$ cat src/rtl/arp_pkt_gen_pkg.sv
// Shared constants, body length selection and FSM state type for the ARP frame generator.
// Optional build macro ARP_PAD_EN pads the body to the minimum Ethernet payload.
package arp_pkg;

    localparam logic [15:0] ETH_TYPE_ARP    = 16'h0806;
    localparam logic [15:0] ETH_TYPE_IPV4   = 16'h0800;
    localparam logic [15:0] ARP_HTYPE_ETH   = 16'h0001;
    localparam logic [7:0]  ARP_HLEN        = 8'd6;
    localparam logic [7:0]  ARP_PLEN        = 8'd4;
    localparam logic [15:0] ARP_OP_REQ      = 16'd1;
    localparam logic [15:0] ARP_OP_REP      = 16'd2;
    localparam int          ARP_BODY_LEN    = 28;
    localparam int          ETH_MIN_PAYLOAD = 46;
    localparam logic [47:0] MAC_BCAST       = 48'hFFFF_FFFF_FFFF;

`ifdef ARP_PAD_EN
    localparam int ARP_LEN = ETH_MIN_PAYLOAD;
`else
    localparam int ARP_LEN = ARP_BODY_LEN;
`endif

    typedef enum logic [1:0] {
        IDLE,
        WRITE,
        KICK,
        WAIT_TX
    } arp_state_t;

endpackage

$ cat src/rtl/arp_pkt_gen_if.sv
// FIFO write port and framer control bundle between the ARP generator and the TX framer/FIFO pair.
interface arp_pkt_gen_if;

    logic        fifo_wrreq;
    logic [7:0]  fifo_wrdata;
    logic        fifo_full;
    logic        frame_tx_en;
    logic [15:0] frame_len;
    logic [15:0] frame_type;
    logic [47:0] target_mac_addr;
    logic        frame_done;

    modport master (
        output fifo_wrreq,
        output fifo_wrdata,
        output frame_tx_en,
        output frame_len,
        output frame_type,
        output target_mac_addr,
        input  fifo_full,
        input  frame_done
    );

    modport slave (
        input  fifo_wrreq,
        input  fifo_wrdata,
        input  frame_tx_en,
        input  frame_len,
        input  frame_type,
        input  target_mac_addr,
        output fifo_full,
        output frame_done
    );

endinterface

$ cat src/rtl/arp_pkt_gen_byte_sel.sv
// Stateless byte selector: maps a body byte index plus latched request fields to the ARP body byte.
module arp_byte_sel
    import arp_pkg::*;
#(
    parameter logic [47:0] SRC_MAC = 48'h000A3501FEC0,
    parameter logic [31:0] SRC_IP  = 32'hC0A80002
) (
    input  logic [5:0]  byte_cnt,
    input  logic        op_reply,
    input  logic [47:0] dst_mac,
    input  logic [31:0] dst_ip,
    output logic [7:0]  body_byte
);

    logic [ARP_BODY_LEN*8-1:0] body_vec;
    logic [7:0]                body_tbl [64];

    assign body_vec = {ARP_HTYPE_ETH, ETH_TYPE_IPV4, ARP_HLEN, ARP_PLEN,
                       op_reply ? ARP_OP_REP : ARP_OP_REQ,
                       SRC_MAC, SRC_IP,
                       op_reply ? dst_mac : 48'h0,
                       dst_ip};

    // Every 6-bit index resolves to a byte; indices past the body are zero padding.
    generate
        for (genvar gi = 0; gi < 64; gi++) begin : g_tbl
            if (gi < ARP_BODY_LEN) begin : g_body
                assign body_tbl[gi] = body_vec[(ARP_BODY_LEN-1-gi)*8 +: 8];
            end else begin : g_pad
                assign body_tbl[gi] = 8'h00;
            end
        end
    endgenerate

    assign body_byte = body_tbl[byte_cnt];

endmodule

$ cat src/rtl/arp_pkt_gen.sv
// ARP request/reply generator: streams the body into the TX FIFO, kicks the framer, waits for completion.
// Build with ARP_PAD_EN defined to pad the body to 46 bytes.
module arp_pkt_gen
    import arp_pkg::*;
#(
    parameter logic [47:0] SRC_MAC    = 48'h000A3501FEC0,
    parameter logic [31:0] SRC_IP     = 32'hC0A80002,
    parameter int          TX_TIMEOUT = 4096
) (
    input  logic          gmii_tx_clk,
    input  logic          rst,
    input  logic          send_req,
    input  logic          op_reply,
    input  logic [47:0]   dst_mac,
    input  logic [31:0]   dst_ip,
    output logic          busy,
    output logic          done,
    output logic          timeout_err,
    arp_pkt_gen_if.master tx
);

    localparam int               WD_W      = $clog2(TX_TIMEOUT);
    localparam logic [WD_W-1:0]  WD_LAST   = WD_W'(TX_TIMEOUT - 1);
    localparam logic [5:0]       LAST_BYTE = 6'(ARP_LEN - 1);

    arp_state_t      state_reg;
    logic [5:0]      byte_cnt_reg;
    logic [WD_W-1:0] watchdog_reg;
    logic            op_reply_reg;
    logic [47:0]     dst_mac_reg;
    logic [31:0]     dst_ip_reg;
    logic [47:0]     target_mac_reg;
    logic            done_reg;
    logic            timeout_reg;
    logic [7:0]      sel_byte;

    arp_byte_sel #(
        .SRC_MAC (SRC_MAC),
        .SRC_IP  (SRC_IP)
    ) u_byte_sel (
        .byte_cnt  (byte_cnt_reg),
        .op_reply  (op_reply_reg),
        .dst_mac   (dst_mac_reg),
        .dst_ip    (dst_ip_reg),
        .body_byte (sel_byte)
    );

    always_ff @(posedge gmii_tx_clk or posedge rst) begin
        if (rst) begin
            state_reg      <= IDLE;
            byte_cnt_reg   <= '0;
            watchdog_reg   <= '0;
            op_reply_reg   <= 1'b0;
            dst_mac_reg    <= '0;
            dst_ip_reg     <= '0;
            target_mac_reg <= '0;
            done_reg       <= 1'b0;
            timeout_reg    <= 1'b0;
        end else begin
            done_reg    <= 1'b0;
            timeout_reg <= 1'b0;
            case (state_reg)
                IDLE: begin
                    if (send_req) begin
                        op_reply_reg <= op_reply;
                        dst_mac_reg  <= dst_mac;
                        dst_ip_reg   <= dst_ip;
                        byte_cnt_reg <= '0;
                        state_reg    <= WRITE;
                    end
                end
                WRITE: begin
                    if (!tx.fifo_full) begin
                        // Counter parks on the last index instead of wrapping.
                        if (byte_cnt_reg == LAST_BYTE) begin
                            target_mac_reg <= op_reply_reg ? dst_mac_reg : MAC_BCAST;
                            state_reg      <= KICK;
                        end else begin
                            byte_cnt_reg <= byte_cnt_reg + 6'd1;
                        end
                    end
                end
                KICK: begin
                    watchdog_reg <= '0;
                    state_reg    <= WAIT_TX;
                end
                WAIT_TX: begin
                    // Completion takes priority over a simultaneous watchdog expiry.
                    if (tx.frame_done) begin
                        done_reg  <= 1'b1;
                        state_reg <= IDLE;
                    end else if (watchdog_reg == WD_LAST) begin
                        timeout_reg <= 1'b1;
                        state_reg   <= IDLE;
                    end else begin
                        watchdog_reg <= watchdog_reg + 1'b1;
                    end
                end
                default: state_reg <= IDLE;
            endcase
        end
    end

    assign busy                = (state_reg != IDLE);
    assign done                = done_reg;
    assign timeout_err         = timeout_reg;
    assign tx.fifo_wrreq       = (state_reg == WRITE) && !tx.fifo_full;
    assign tx.fifo_wrdata      = (state_reg == WRITE) ? sel_byte : 8'h00;
    assign tx.frame_tx_en      = (state_reg == KICK);
    assign tx.frame_len        = 16'(ARP_LEN);
    assign tx.frame_type       = ETH_TYPE_ARP;
    assign tx.target_mac_addr  = target_mac_reg;

endmodule

$ cat src/flat_wrapper.sv
// flat-port wrapper written by rule: the top's interface ports become plain ports
module arp_pkt_gen_flat import arp_pkg::*;
#(
    parameter logic [47:0] SRC_MAC    = 48'h000A3501FEC0,
    parameter logic [31:0] SRC_IP     = 32'hC0A80002,
    parameter int          TX_TIMEOUT = 4096
)
  (gmii_tx_clk, rst, send_req, op_reply, dst_mac, dst_ip, busy, done, timeout_err, tx_fifo_wrreq, tx_fifo_wrdata, tx_frame_tx_en, tx_frame_len, tx_frame_type, tx_target_mac_addr, tx_fifo_full, tx_frame_done);
  arp_pkt_gen_if tx_i ();
  input  logic gmii_tx_clk;
  input  logic rst;
  input  logic send_req;
  input  logic op_reply;
  input  logic [47:0] dst_mac;
  input  logic [31:0] dst_ip;
  output logic busy;
  output logic done;
  output logic timeout_err;
  output wire logic [$bits(tx_i.fifo_wrreq)-1:0] tx_fifo_wrreq;
  output wire logic [$bits(tx_i.fifo_wrdata)-1:0] tx_fifo_wrdata;
  output wire logic [$bits(tx_i.frame_tx_en)-1:0] tx_frame_tx_en;
  output wire logic [$bits(tx_i.frame_len)-1:0] tx_frame_len;
  output wire logic [$bits(tx_i.frame_type)-1:0] tx_frame_type;
  output wire logic [$bits(tx_i.target_mac_addr)-1:0] tx_target_mac_addr;
  input wire logic [$bits(tx_i.fifo_full)-1:0] tx_fifo_full;
  input wire logic [$bits(tx_i.frame_done)-1:0] tx_frame_done;
  assign tx_fifo_wrreq = tx_i.fifo_wrreq;
  assign tx_fifo_wrdata = tx_i.fifo_wrdata;
  assign tx_frame_tx_en = tx_i.frame_tx_en;
  assign tx_frame_len = tx_i.frame_len;
  assign tx_frame_type = tx_i.frame_type;
  assign tx_target_mac_addr = tx_i.target_mac_addr;
  assign tx_i.fifo_full = tx_fifo_full;
  assign tx_i.frame_done = tx_frame_done;
  arp_pkt_gen #(.SRC_MAC(SRC_MAC), .SRC_IP(SRC_IP), .TX_TIMEOUT(TX_TIMEOUT)) u_core (.gmii_tx_clk(gmii_tx_clk), .rst(rst), .send_req(send_req), .op_reply(op_reply), .dst_mac(dst_mac), .dst_ip(dst_ip), .busy(busy), .done(done), .timeout_err(timeout_err), .tx(tx_i));
endmodule
$ cat config.mk
export PLATFORM = sky130hd
export DESIGN_NAME = arp_pkt_gen_flat
export DESIGN_NICKNAME = d
export VERILOG_FILES = /design/src/rtl/arp_pkt_gen_pkg.sv /design/src/rtl/arp_pkt_gen_if.sv /design/src/rtl/arp_pkt_gen_byte_sel.sv /design/src/rtl/arp_pkt_gen.sv /design/src/flat_wrapper.sv
export SDC_FILE = /design/constraint.sdc
export NUM_CORES = 1
export LEC_CHECK = 0
export ABC_AREA = 1
export CAP_MARGIN = 20
export CORE_MARGIN = 3
export CORE_UTILIZATION = 54
export DETAILED_ROUTE_END_ITERATION = 10
export DONT_BUFFER_PORTS = 1
export PLACE_DENSITY = 0.69
export SYNTH_ARGS = -nofsm -noshare
export SYNTH_HDL_FRONTEND = slang
export SYNTH_HIERARCHICAL = 1
export SYNTH_SLANG_ARGS = --single-unit
$ cat constraint.sdc
create_clock -name gmii_tx_clk -period 5.4 [get_ports gmii_tx_clk]
set_input_delay 0.81 -clock gmii_tx_clk [delete_from_list [all_inputs] [get_ports gmii_tx_clk]]
set_output_delay 0.81 -clock gmii_tx_clk [all_outputs]
set_load 0.03 [all_outputs]
# After elaboration in Yosys (flattened, before gate mapping)
# Cells that the tools add are included.
# classes
n_mul	0
mux	25
reduce_logical	11
n_shift	0
n_bitwise	2
div_mod_pow	0
addsub	2
n_eq_ne	12
order_cmp	1
# op_table
op	n
48-bit two-way mux	2
8-bit binary-select mux with 6-bit select	1
12-bit two-way mux	2
8-bit two-way mux	3
12-bit case mux with 2 select lines	1
6-bit two-way mux	3
12-bit by 1-bit adder with 12-bit output (second input constant)	1
12-bit equality test (second input constant)	1
2-bit two-way mux	6
6-bit case mux with 2 select lines	1
2-bit inequality test (second input constant)	5
2-bit case mux with 4 select lines	1
4-bit AND reduction	2
7-bit >= comparator (second input constant)	1
6-bit inverter with 7-bit output	1
6-bit by 1-bit adder with 6-bit output (second input constant)	1
6-bit by 5-bit equality test with 1-bit output (second input constant)	1
3-bit AND reduction	2
2-bit nonzero test	3
1-bit two-way mux	5
2-bit equality test (second input constant)	2
3-bit by 2-bit inequality test with 1-bit output (second input constant)	1
2-bit by 1-bit equality test with 1-bit output (second input constant)	1
2-bit zero test	1
other kinds (5)	5
# word_totals
out_inout_bits	93
ramBits	0
latch_bits	0
word_cells	62
register_bits	151
rom_bits	0
input_bits	86
n_memories	0

# Logic depth before layout (Yosys ltp)
# Gate-level depths: netlist (run 1).
# logic_depth
depth_word	5
ltp_mapped	12
ltp_nobuf	10

# Cells and area by module
# Netlist (run 1), hierarchy kept.
# by_module_without_submodules
module	area_each_um2	instances	seq_area_each_um2	cells_each
arp_pkt_gen	6651.4	1	3778.6	793
arp_byte_sel	1335.0	1	0.0	288

# Worst setup path after synthesis (run 1)
# No wires, ideal clock.
# synth_timing
path_kind	register to output
startpoint	register u_core.byte_cnt_reg[1]
endpoint	output port tx_fifo_wrdata[3]
arrival_time_ns	1.687
path_buffers	2
stages_incl_launch_ff	12
path_slack_ns	2.903
required_time_ns	4.590
path_cell_list	dfrtp_1 buf_6 inv_6 buf_2 ha_1 nand2_1 nand3_1 nand3_1 nand2_1 a21oi_2 nand2_1 inv_1
# synth_via
elab_chain_len	5
# synth_rtl
element	line_no	source
start: declaration	arp_pkt_gen.sv:27	logic [5:0] byte_cnt_reg;
start signal: assignment	arp_pkt_gen.sv:79	byte_cnt_reg <= byte_cnt_reg + 6'd1;
6-bit inverter with 7-bit output (implied by the code)	arp_pkt_gen_byte_sel.sv:35	assign body_byte = body_tbl[byte_cnt];
8-bit binary-select mux with 6-bit select	arp_pkt_gen_byte_sel.sv:35	
8-bit two-way mux (implied by the code) (2 in a row)	arp_pkt_gen_byte_sel.sv:35	
net u_core.sel_byte[3]	arp_pkt_gen.sv:35	logic [7:0] sel_byte;
8-bit two-way mux	arp_pkt_gen.sv:108	assign tx.fifo_wrdata = (state_reg == WRITE) ? sel_byte : 8'h00;
end: declaration	flat_wrapper.sv:20	output wire logic [$bits(tx_i.fifo_wrdata)-1:0] tx_fifo_wrdata;
# The timed path passes the listed nets, and every way through them passes these cells. The select of a mux whose other input is x is not followed.

# Final worst setup path (run 1)
# Same ends and word-level chain as after synthesis.

==> metrics, run 1 <==
largest net degree at the start of global routing=97; CTS root buf=clkbuf_16; Achievable Freq=0.2754 GHz; CP startpoint kind=flip-flop; Max Root-Sink Buffers=2; Chip Height=127.6 um; worst path cell trace=inv_6, ha_1, nand2_1, nand3_1, nand3_1, nand2_1, a21oi_2, nand2_1, inv_1; DPL Wire Length=13160 um; Clock Skew=0.006843 ns; routed vias/inst=5.174; ANT nets after route=0; Final setup viols=0; crit path DAT=2.82 ns; synthesized area=7986 sq um; Seq cells post-synth=151; distinct cell type count of the synthesized netlist=29; most frequent cells in the layout=nand2_1 (475), dfrtp_1 (151), nor2_1 (94), inv_1 (74), nand3_1 (70); RSZ-0062 raised after global routing=no; final WL=19190 um; sequential share of the synthesized area=47.31%; # diodes=0; initial antenna violation count=0; Setup Fix Bufs, Post-CTS=0; Top FF cell, synth=dfrtp_1; ys async rst share=100.0%; synthesized instance count=1081; post_cts resized=0; Total GRT Usage=24.04%; syn_area_per_cell=7.388 sq um; largest fanout on the critical path=31; DP Worst Slack=2.220 ns; initial core utilization=56.44%; Pre-Repair DR Iteration Count=5; setup ws final=1.768 ns; full die area=16280 sq um; Avg WL per Cell=15.45 um; synth warn=6; Detailed Route Iter0 Violations=574; share of cells above drive strength 1=6.685%; Reg clk slew, reported paths=0.06 ns; Crit path top cell by count=nand2_1; Buf/Inv on CP=2; run status=finished, final reports clean; leakage=4.495 nW; htree depth=4; total grt overflow=0; Final GP Congestion=0.8945; final worst-path cycle share=67.25%; Tmin final=3.632 ns; # hold bufs at CTS=0; fin area=8411 sq um; most common cell after layout, fill and taps aside=nand2_1; crit path capture type=primary output; # rows=43; Slew Limit Headroom=32.28%; Die X=127.6 um; CP required=4.59 ns; Slew Limit Fails=0; first-pass GRT wire length=31160 um; fill count=1318; Post-synth EDFFs=0; CTS tree=built; max cap viols=0; Boundary Pins=179; Core ar.=14150 sq um; drt drc=0; PortBufs=0; setup TNS=0 ns; worst skew pair latency=0.42 ns; Placement Cell Area=7805 sq um; slowest CP cell=dfrtp_1; Crit path largest cell delay=1.01 ns; Final Hold Fails=0; hold crit path type=primary input to async pin; actual slew at the worst max-slew pin=1.016 ns; P&R area growth vs syn=5.311%; Final nets=1148; Inserted Clock Buffers=17; vias in the first global route=6032; via count=6426; family with the most delay on the worst path=flip-flops; critical path class=flip-flop to primary output; clock sink count=151; P per Cell Area=524.6 nW/um^2; Max VDD drop=0.2276 mV
==> final timing paths <==
path | startpoint | end | slack, ns | depth (start not counted)
max in group asynchronous | rst | u_core/watchdog_reg[9] | 3.74 | 2
setup reg to reg | u_core/byte_cnt_reg[0] | u_core/tx.target_mac_addr[17] | 2.61 | 6
hold / removal | rst | u_core/tx.target_mac_addr[27] | 0.36 | 1
min in group gmii_tx_clk | tx_frame_done | u_core/timeout_err | 0.46 | 1
setup / recovery | u_core/byte_cnt_reg[1] | tx_fifo_wrdata[3] | 1.77 | 9
hold reg to reg | u_core/dst_ip_reg[11] | u_core/dst_ip_reg[11] | 0.48 | 2
==> metrics by stage <==
stage               power, W  utilization, %  std cells  hold slack [ns]
global route        0.004756           59.44       1242           0.4307
floorplan           0.002885               -       1111           0.4443
global placement    0.003156           55.16       1212           0.4645
CTS                 0.004438           59.44       1242           0.4140
detailed placement  0.003188           55.16       1212           0.4662
finish              0.004412           59.44       1242           0.3601
==> where the power goes <==
group          switching, W  internal [W]  leakage, nW
registers          0.000331       0.00145         1.98
clock network      0.000463      0.000768        0.292
logic              0.000966      0.000438         2.23
==> worst register-to-register path, cell delays in order (launching register included) <==
cell and delay (ns):
dfrtp_1 0.78, buf_4 0.38, ha_1 0.28, nand4_2 0.15
nor2_2 0.15, nand2_4 0.47, o21ai_0 0.48
==> cell usage after synthesis, types with 3 or more instances <==
cell      instances  area share [%]
a21oi_1           5            0.31
a21oi_2           9            0.99
buf_2            20             1.3
buf_4            39             3.7
buf_6            11             1.6
clkbuf_1         14            0.66
dfrtp_1         151              47
ha_1             11             1.7
inv_1            76             3.6
nand2_1         476              22
nand2_2           6            0.47
nand3_1          70             4.4
nand4_1           4            0.31
nor2_1           94             4.4
nor2_4            3            0.42
nor3_1            3            0.19
o21ai_0          17             1.1
o21ai_1          47             2.9
o21ai_2           4            0.44
or2_2             3            0.24
xor2_1            4            0.44
==> layout make-up <==
type | instances | area [sq um] | share of cell area [%]
multi-input cells | 796 | 3448 | 41.00
clock inverters | 12 | 176.4 | 2.098
well taps | 180 | 225.2 | 2.678
repair buffers | 5 | 37.54 | 0.4463
clock buffers | 18 | 429.2 | 5.103
inverters | 80 | 315.3 | 3.749
flip-flops and latches | 151 | 3779 | 44.93
==> layer usage <==
layer  vias to the layer above  wire length, um  part of all wire, %  GRT usage (%)
met5                         -                0                    0              0
met4                         0              389                  2.0          8.302
met3                        32             1266                  6.6          5.059
met2                       228             8553                   45          35.31
met1                      2963             8976                   47          35.56
li1                       3203                -                    -              -
==> cell families (layout without fill, tap and decap cells) <==
family / Yosys count / in the layout / synth area share [%]
AO/OA/AOI/OAI: 82 / 82 / 5.750
flip-flops: 151 / 151 / 47.31
buffers and inverters: 164 / 115 / 11.01
adder cells (fa/ha/maj): 11 / 11 / 1.723
other: 2 / 32 / 0.09403
XOR/XNOR: 5 / 5 / 0.5483
AND/OR/NAND/NOR: 666 / 666 / 33.56
Power figures use the tool's default switching activity.
==> run 2: changes to the inputs <==
PLACE_DENSITY = 0.72   (was 0.69)
clock period = 3 ns   (was 5.4 ns; I/O delays follow)
==> run 2 against run 1 <==
Compared with the run above:
- non-clock buffer count up 6
- largest cell class unchanged
- critical endpoint is now tx_fifo_wrdata[0]
- die area unchanged
- flip-flop and latch count unchanged
- critical path depth unchanged
- count of clock-buffer cells in the layout up 1
- register-to-register slack worse by 1.8 ns
- sequential share of layout area decreased by 0.63 points
- combinational power increased by 86%
==> metrics, run 2 (same netlist as run 1, synthesis figures left out) <==
Achievable Freq=0.3668 GHz; WHS Path Cells=1; Slew Limit Headroom=43.63%; Crit path largest cell delay=0.56 ns; Worst Reg2Reg Path Length in Cells=7; minimum hold slack=0.09166 ns; CP required=2.55 ns; Max VDD drop=0.5058 mV; largest net degree at the start of global routing=81; vias in the first global route=6193; final WL=19490 um; ANT nets after route=0; share of cells above drive strength 1=7.390%; RSZ-0062 raised after global routing=no; worst skew pair latency=0.43 ns; Tmin final=2.726 ns; initial core utilization=56.44%; Reg clk slew, reported paths=0.06 ns; critical path class=flip-flop to primary output; Hold Path Sink=u_core/timeout_err; Boundary Pins=179; P&R area growth vs syn=6.878%; Slew Limit Fails=0; CP startpoint kind=flip-flop; Core ar.=14150 sq um; Final GP Congestion=0.9054; max cap viols=0; clock sink count=151; Avg WL per Cell=15.61 um; leakage=4.548 nW; Final nets=1154; Pre-Repair DR Iteration Count=5; initial antenna violation count=0; Final Hold Fails=0; largest fanout on the critical path=28; run status=finished, final reports clean; first-pass GRT wire length=31970 um; worst hold start=tx_frame_done; CTS root buf=clkbuf_16; most common cell after layout, fill and taps aside=nand2_1; Pwr Total=0.008039 W; Die X=127.6 um; fill count=1308; hold crit path type=primary input to flip-flop; crit path from=u_core/byte_cnt_reg[0]; routed vias/inst=5.180; most frequent cells in the layout=nand2_1 (475), dfrtp_1 (149), nor2_1 (94), inv_1 (74), nand3_1 (70); DPL Wire Length=13460 um; worst path cell trace=buf_4, nand2_1, nand3_1, nand3_1, nand2_1, inv_1, a21oi_2, nand2_1, inv_1; setup TNS=0 ns; Clock Skew=0.01034 ns; total grt overflow=0; Detailed Route Iter0 Violations=470; final worst-path cycle share=90.86%; crit path capture type=primary output; launch point of the worst reg-to-reg path=u_core/byte_cnt_reg[2]; via count=6470; slowest CP cell=dfrtp_2; final design utilization=60.32%; actual slew at the worst max-slew pin=0.8456 ns; # diodes=0; reg-to-reg slack, setup=0.84 ns; Crit path top cell by count=nand2_1; P per Cell Area=941.9 nW/um^2; # rows=43; CTS tree=built; htree depth=4; Chip Height=127.6 um; drt drc=0; Total GRT Usage=24.80%; reg2reg end=u_core/tx.target_mac_addr[5]; Final setup viols=0; PortBufs=0; full die area=16280 sq um; Max Root-Sink Buffers=2; crit path DAT=2.28 ns; Inserted Clock Buffers=17
==> run 2: power by group <==
group          switching, W  internal [W]
sequential         0.000570       0.00261
combinational       0.00179      0.000826
clock              0.000842       0.00141
==> run 2: cell type report <==
type / count / area [sq um] / area share, %
Clock buffer: 19 / 442.9 / 5.189
Clock inverter: 12 / 176.4 / 2.067
Inverter: 80 / 314.1 / 3.679
Multi-Input combinational cell: 796 / 3448 / 40.40
Sequential cell: 151 / 3781 / 44.30
Tap cell: 180 / 225.2 / 2.639
Timing Repair Buffer: 11 / 147.6 / 1.730
==> run 2: worst max-delay path by stage <==
stage                                         to  slack [ns]
after global routing           tx_fifo_wrdata[2]        0.07
after CTS                      tx_fifo_wrdata[5]        0.09
after floorplan           u_core/byte_cnt_reg[0]        0.65
after detailed placement       tx_fifo_wrdata[5]        0.56
after global placement         tx_fifo_wrdata[5]        0.57
final                          tx_fifo_wrdata[0]        0.27
==> run 2: metrics by stage <==
stage	instances	area, sq um	worst slack (ns)
2_1_floorplan	1111	8103	0.6470
3_3_place_gp	1217	7904	0.5660
3_5_place_dp	1217	7904	0.5635
4_1_cts	1249	8533	0.08719
5_1_grt	1249	8536	0.07308
6_report	1249	8536	0.2741
==> run 2: worst max-delay path, delay by kind of cell, from the launching register on <==
kind                   cells  cell delay [ns]
AOI/OAI and AO/OA          1             0.19
buffers and inverters      3             0.67
and+or+nand+nor            5             0.43
DFF                        1             0.56
==> run 2: per-layer routing <==
layer / track usage, % / vias up / wire length [um]
met5: 0 / - / 0
met4: 8.177 / 0 / 367
met3: 7.149 / 28 / 1620
met2: 36.92 / 250 / 8662
met1: 35.17 / 2984 / 8842
li1: - / 3208 / -
==> run 2: timing repair <==
action	4_1_cts	5_1_grt
setup endpoints to repair	0	8
hold buffers	1	0
endpoints found under the hold margin	6	0
setup buffers	0	0
gates resized for setup	0	2
==> run 3: changes to the inputs <==
ABC_AREA = default   (was 1)
==> run 3 against run 2 <==
Compared with the run above:
- clock power rose by 4%
- utilization grew 2.0 points
- maximum frequency is 2.6% lower
- critical endpoint is now tx_fifo_wrdata[4]
==> metrics, run 3 <==
adder-cell area share of the yosys netlist=1.845%; post-synthesis compound-gate area fraction=9.140%; fill count=1102; largest net degree at the start of global routing=152; Top FF cell, synth=dfrtp_1; Tmin final=2.800 ns; most frequent cells in the layout=dfrtp_1 (147), mux2_2 (82), nor2_1 (59), inv_1 (57), a31oi_1 (50); Slew Limit Headroom=48.33%; CP Capture Point=tx_fifo_wrdata[4]; largest fanout on the critical path=17; Die X=123.5 um; htree depth=4; hold crit path type=primary input to async pin; crit path DAT=2.35 ns; Final setup viols=0; main combinational cell family by area after synthesis=multiplexers; fin area=8352 sq um; worst skew pair latency=0.42 ns; # rows=42; clock sink count=151; most common cell after layout, fill and taps aside=dfrtp_1; vias in the first global route=4873; Slew Limit Fails=0; distinct cell type count of the synthesized netlist=53; synth top area cells=dfrtp_1 (51%), mux2_2 (12%), mux2i_1 (4.8%); Inserted Clock Buffers=17; Post-synth EDFFs=0; Chip Height=123.5 um; full die area=15260 sq um; initial core utilization=55.68%; Pre-Repair DR Iteration Count=5; Final Hold Fails=0; share of cells above drive strength 1=22.88%; RSZ-0062 raised after global routing=no; multiplexer share of the synthesized area=19.97%; Setup Fix Bufs, Post-CTS=0; Final GP Congestion=0.8506; simple-gate share of the synthesized area=9.190%; ys async rst share=100.0%; CP startpoint kind=flip-flop; first-pass GRT wire length=25310 um; P&R area growth vs syn=11.94%; synthesized area=7461 sq um; Final nets=757; Reg clk slew, reported paths=0.06 ns; crit path capture type=primary output; crit path from=u_core/byte_cnt_reg[1]; CTS root buf=clkbuf_16; Placement Cell Area=7674 sq um; final WL=16240 um; Achievable Freq=0.3571 GHz; initial antenna violation count=0; Core ar.=13400 sq um; reg2reg end=u_core/tx.target_mac_addr[20]; critical path class=flip-flop to primary output; routed vias/inst=5.647; sequential share of the synthesized area=50.65%; Clock Skew=0.005474 ns; worst path cell trace=buf_4, mux4_2, a211oi_1, nor3_1, and2_1, buf_12; post-synth top area share=50.65%; xor/xnor share of the synthesized area=0.2348%; via count=4800; Yosys top cell by area=dfrtp_1; Total GRT Usage=21.79%; setup TNS=0 ns; Max VDD drop=0.5356 mV; PortBufs=0; synth warn=6; Boundary Pins=179; Detailed Route Iter0 Violations=278; Max Root-Sink Buffers=2; minimum hold slack=0.1561 ns; DPL Wire Length=11680 um; placed insts=817; slowest CP cell=dfrtp_4; actual slew at the worst max-slew pin=0.7751 ns; syn_area_per_cell=11.24 sq um; final worst-path cycle share=93.33%; commonest cells in the netlist=dfrtp_1 (151), mux2_2 (82), nor2_1 (59); ANT nets after route=0; launch point of the worst reg-to-reg path=u_core/state_reg[1]; reg-to-reg slack, setup=0.56 ns; Seq cells post-synth=151; leakage=3.814 nW; dominant cell by count in the synthesized netlist=dfrtp_1; run status=finished, final reports clean; Crit path largest cell delay=0.58 ns; Worst Reg2Reg Path Length in Cells=7; synthesized instance count=664; Avg WL per Cell=19.10 um; CTS tree=built; fin cells=850; CP required=2.55 ns; max cap viols=0; drt drc=0; total grt overflow=0; P per Cell Area=1023 nW/um^2
==> run 3: final cells by class <==
cell class / count / area [sq um] / area share (%)
diodes: 1 / 2.502 / 0.02996
clock buffers: 20 / 446.7 / 5.348
clock inverters: 12 / 200.2 / 2.397
inverters: 59 / 225.2 / 2.697
multi-input cells: 413 / 3173 / 37.99
flip-flops and latches: 151 / 3786 / 45.33
well taps: 176 / 220.2 / 2.637
repair buffers: 18 / 297.8 / 3.566
==> run 3: timing repair <==
action                                 4_1_cts  5_1_grt
endpoints found under the hold margin        0        0
resized for setup                            0        7
setup endpoints to repair                    0        8
hold buffers                                 0        0
==> run 3: power by group <==
part	internal, W	switching (W)
logic	0.00137	0.00138
clock network	0.00150	0.000829
registers	0.00273	0.000740
==> run 3: cells by family after synthesis <==
family | count (synthesis)
xor gates and xnor gates | 2
muxes | 127
DFF | 151
AOI/OAI and AO/OA | 102
buffers and inverters | 130
adders and majority gates | 11
and+or+nand+nor | 139
other | 2
==> run 3: worst max-delay path: cells and delay by family (launching register included) <==
family | cells | cell delay [ns]
flops | 1 | 0.58
buf+inv | 2 | 0.41
mux | 1 | 0.36
simple gates | 2 | 0.30
compound gates | 1 | 0.29
==> run 3: worst min path at each step <==
stage	startpoint	to
2_1_floorplan	u_core/watchdog_reg[9]	u_core/watchdog_reg[9]
3_3_place_gp	u_core/dst_ip_reg[6]	u_core/dst_ip_reg[6]
3_5_place_dp	u_core/dst_ip_reg[10]	u_core/dst_ip_reg[10]
4_1_cts	dst_mac[29]	u_core/dst_mac_reg[29]
5_1_grt	dst_mac[6]	u_core/dst_mac_reg[6]
6_report	rst	u_core/tx.target_mac_addr[44]
==> run 3: per-layer routing <==
metal | GRT usage (%) | up-vias | wire length [um]
met1 | 27.47 | 2347 | 6654
met5 | 0 | - | 0
met3 | 7.548 | 26 | 1413
met2 | 34.22 | 166 | 7788
li1 | - | 2261 | -
met4 | 9.343 | 0 | 379
==> run 3: per-stage QoR <==
step | total power [W] | util [%] | setup WS [ns]
6_report | 0.008545 | 62.32 | 0.2000
3_5_place_dp | 0.006247 | 57.26 | 0.4773
4_1_cts | 0.008593 | 62.09 | 0.01330
2_1_floorplan | 0.005519 | - | 0.6470
3_3_place_gp | 0.006107 | 57.26 | 0.5506
5_1_grt | 0.009071 | 62.31 | 0.04002
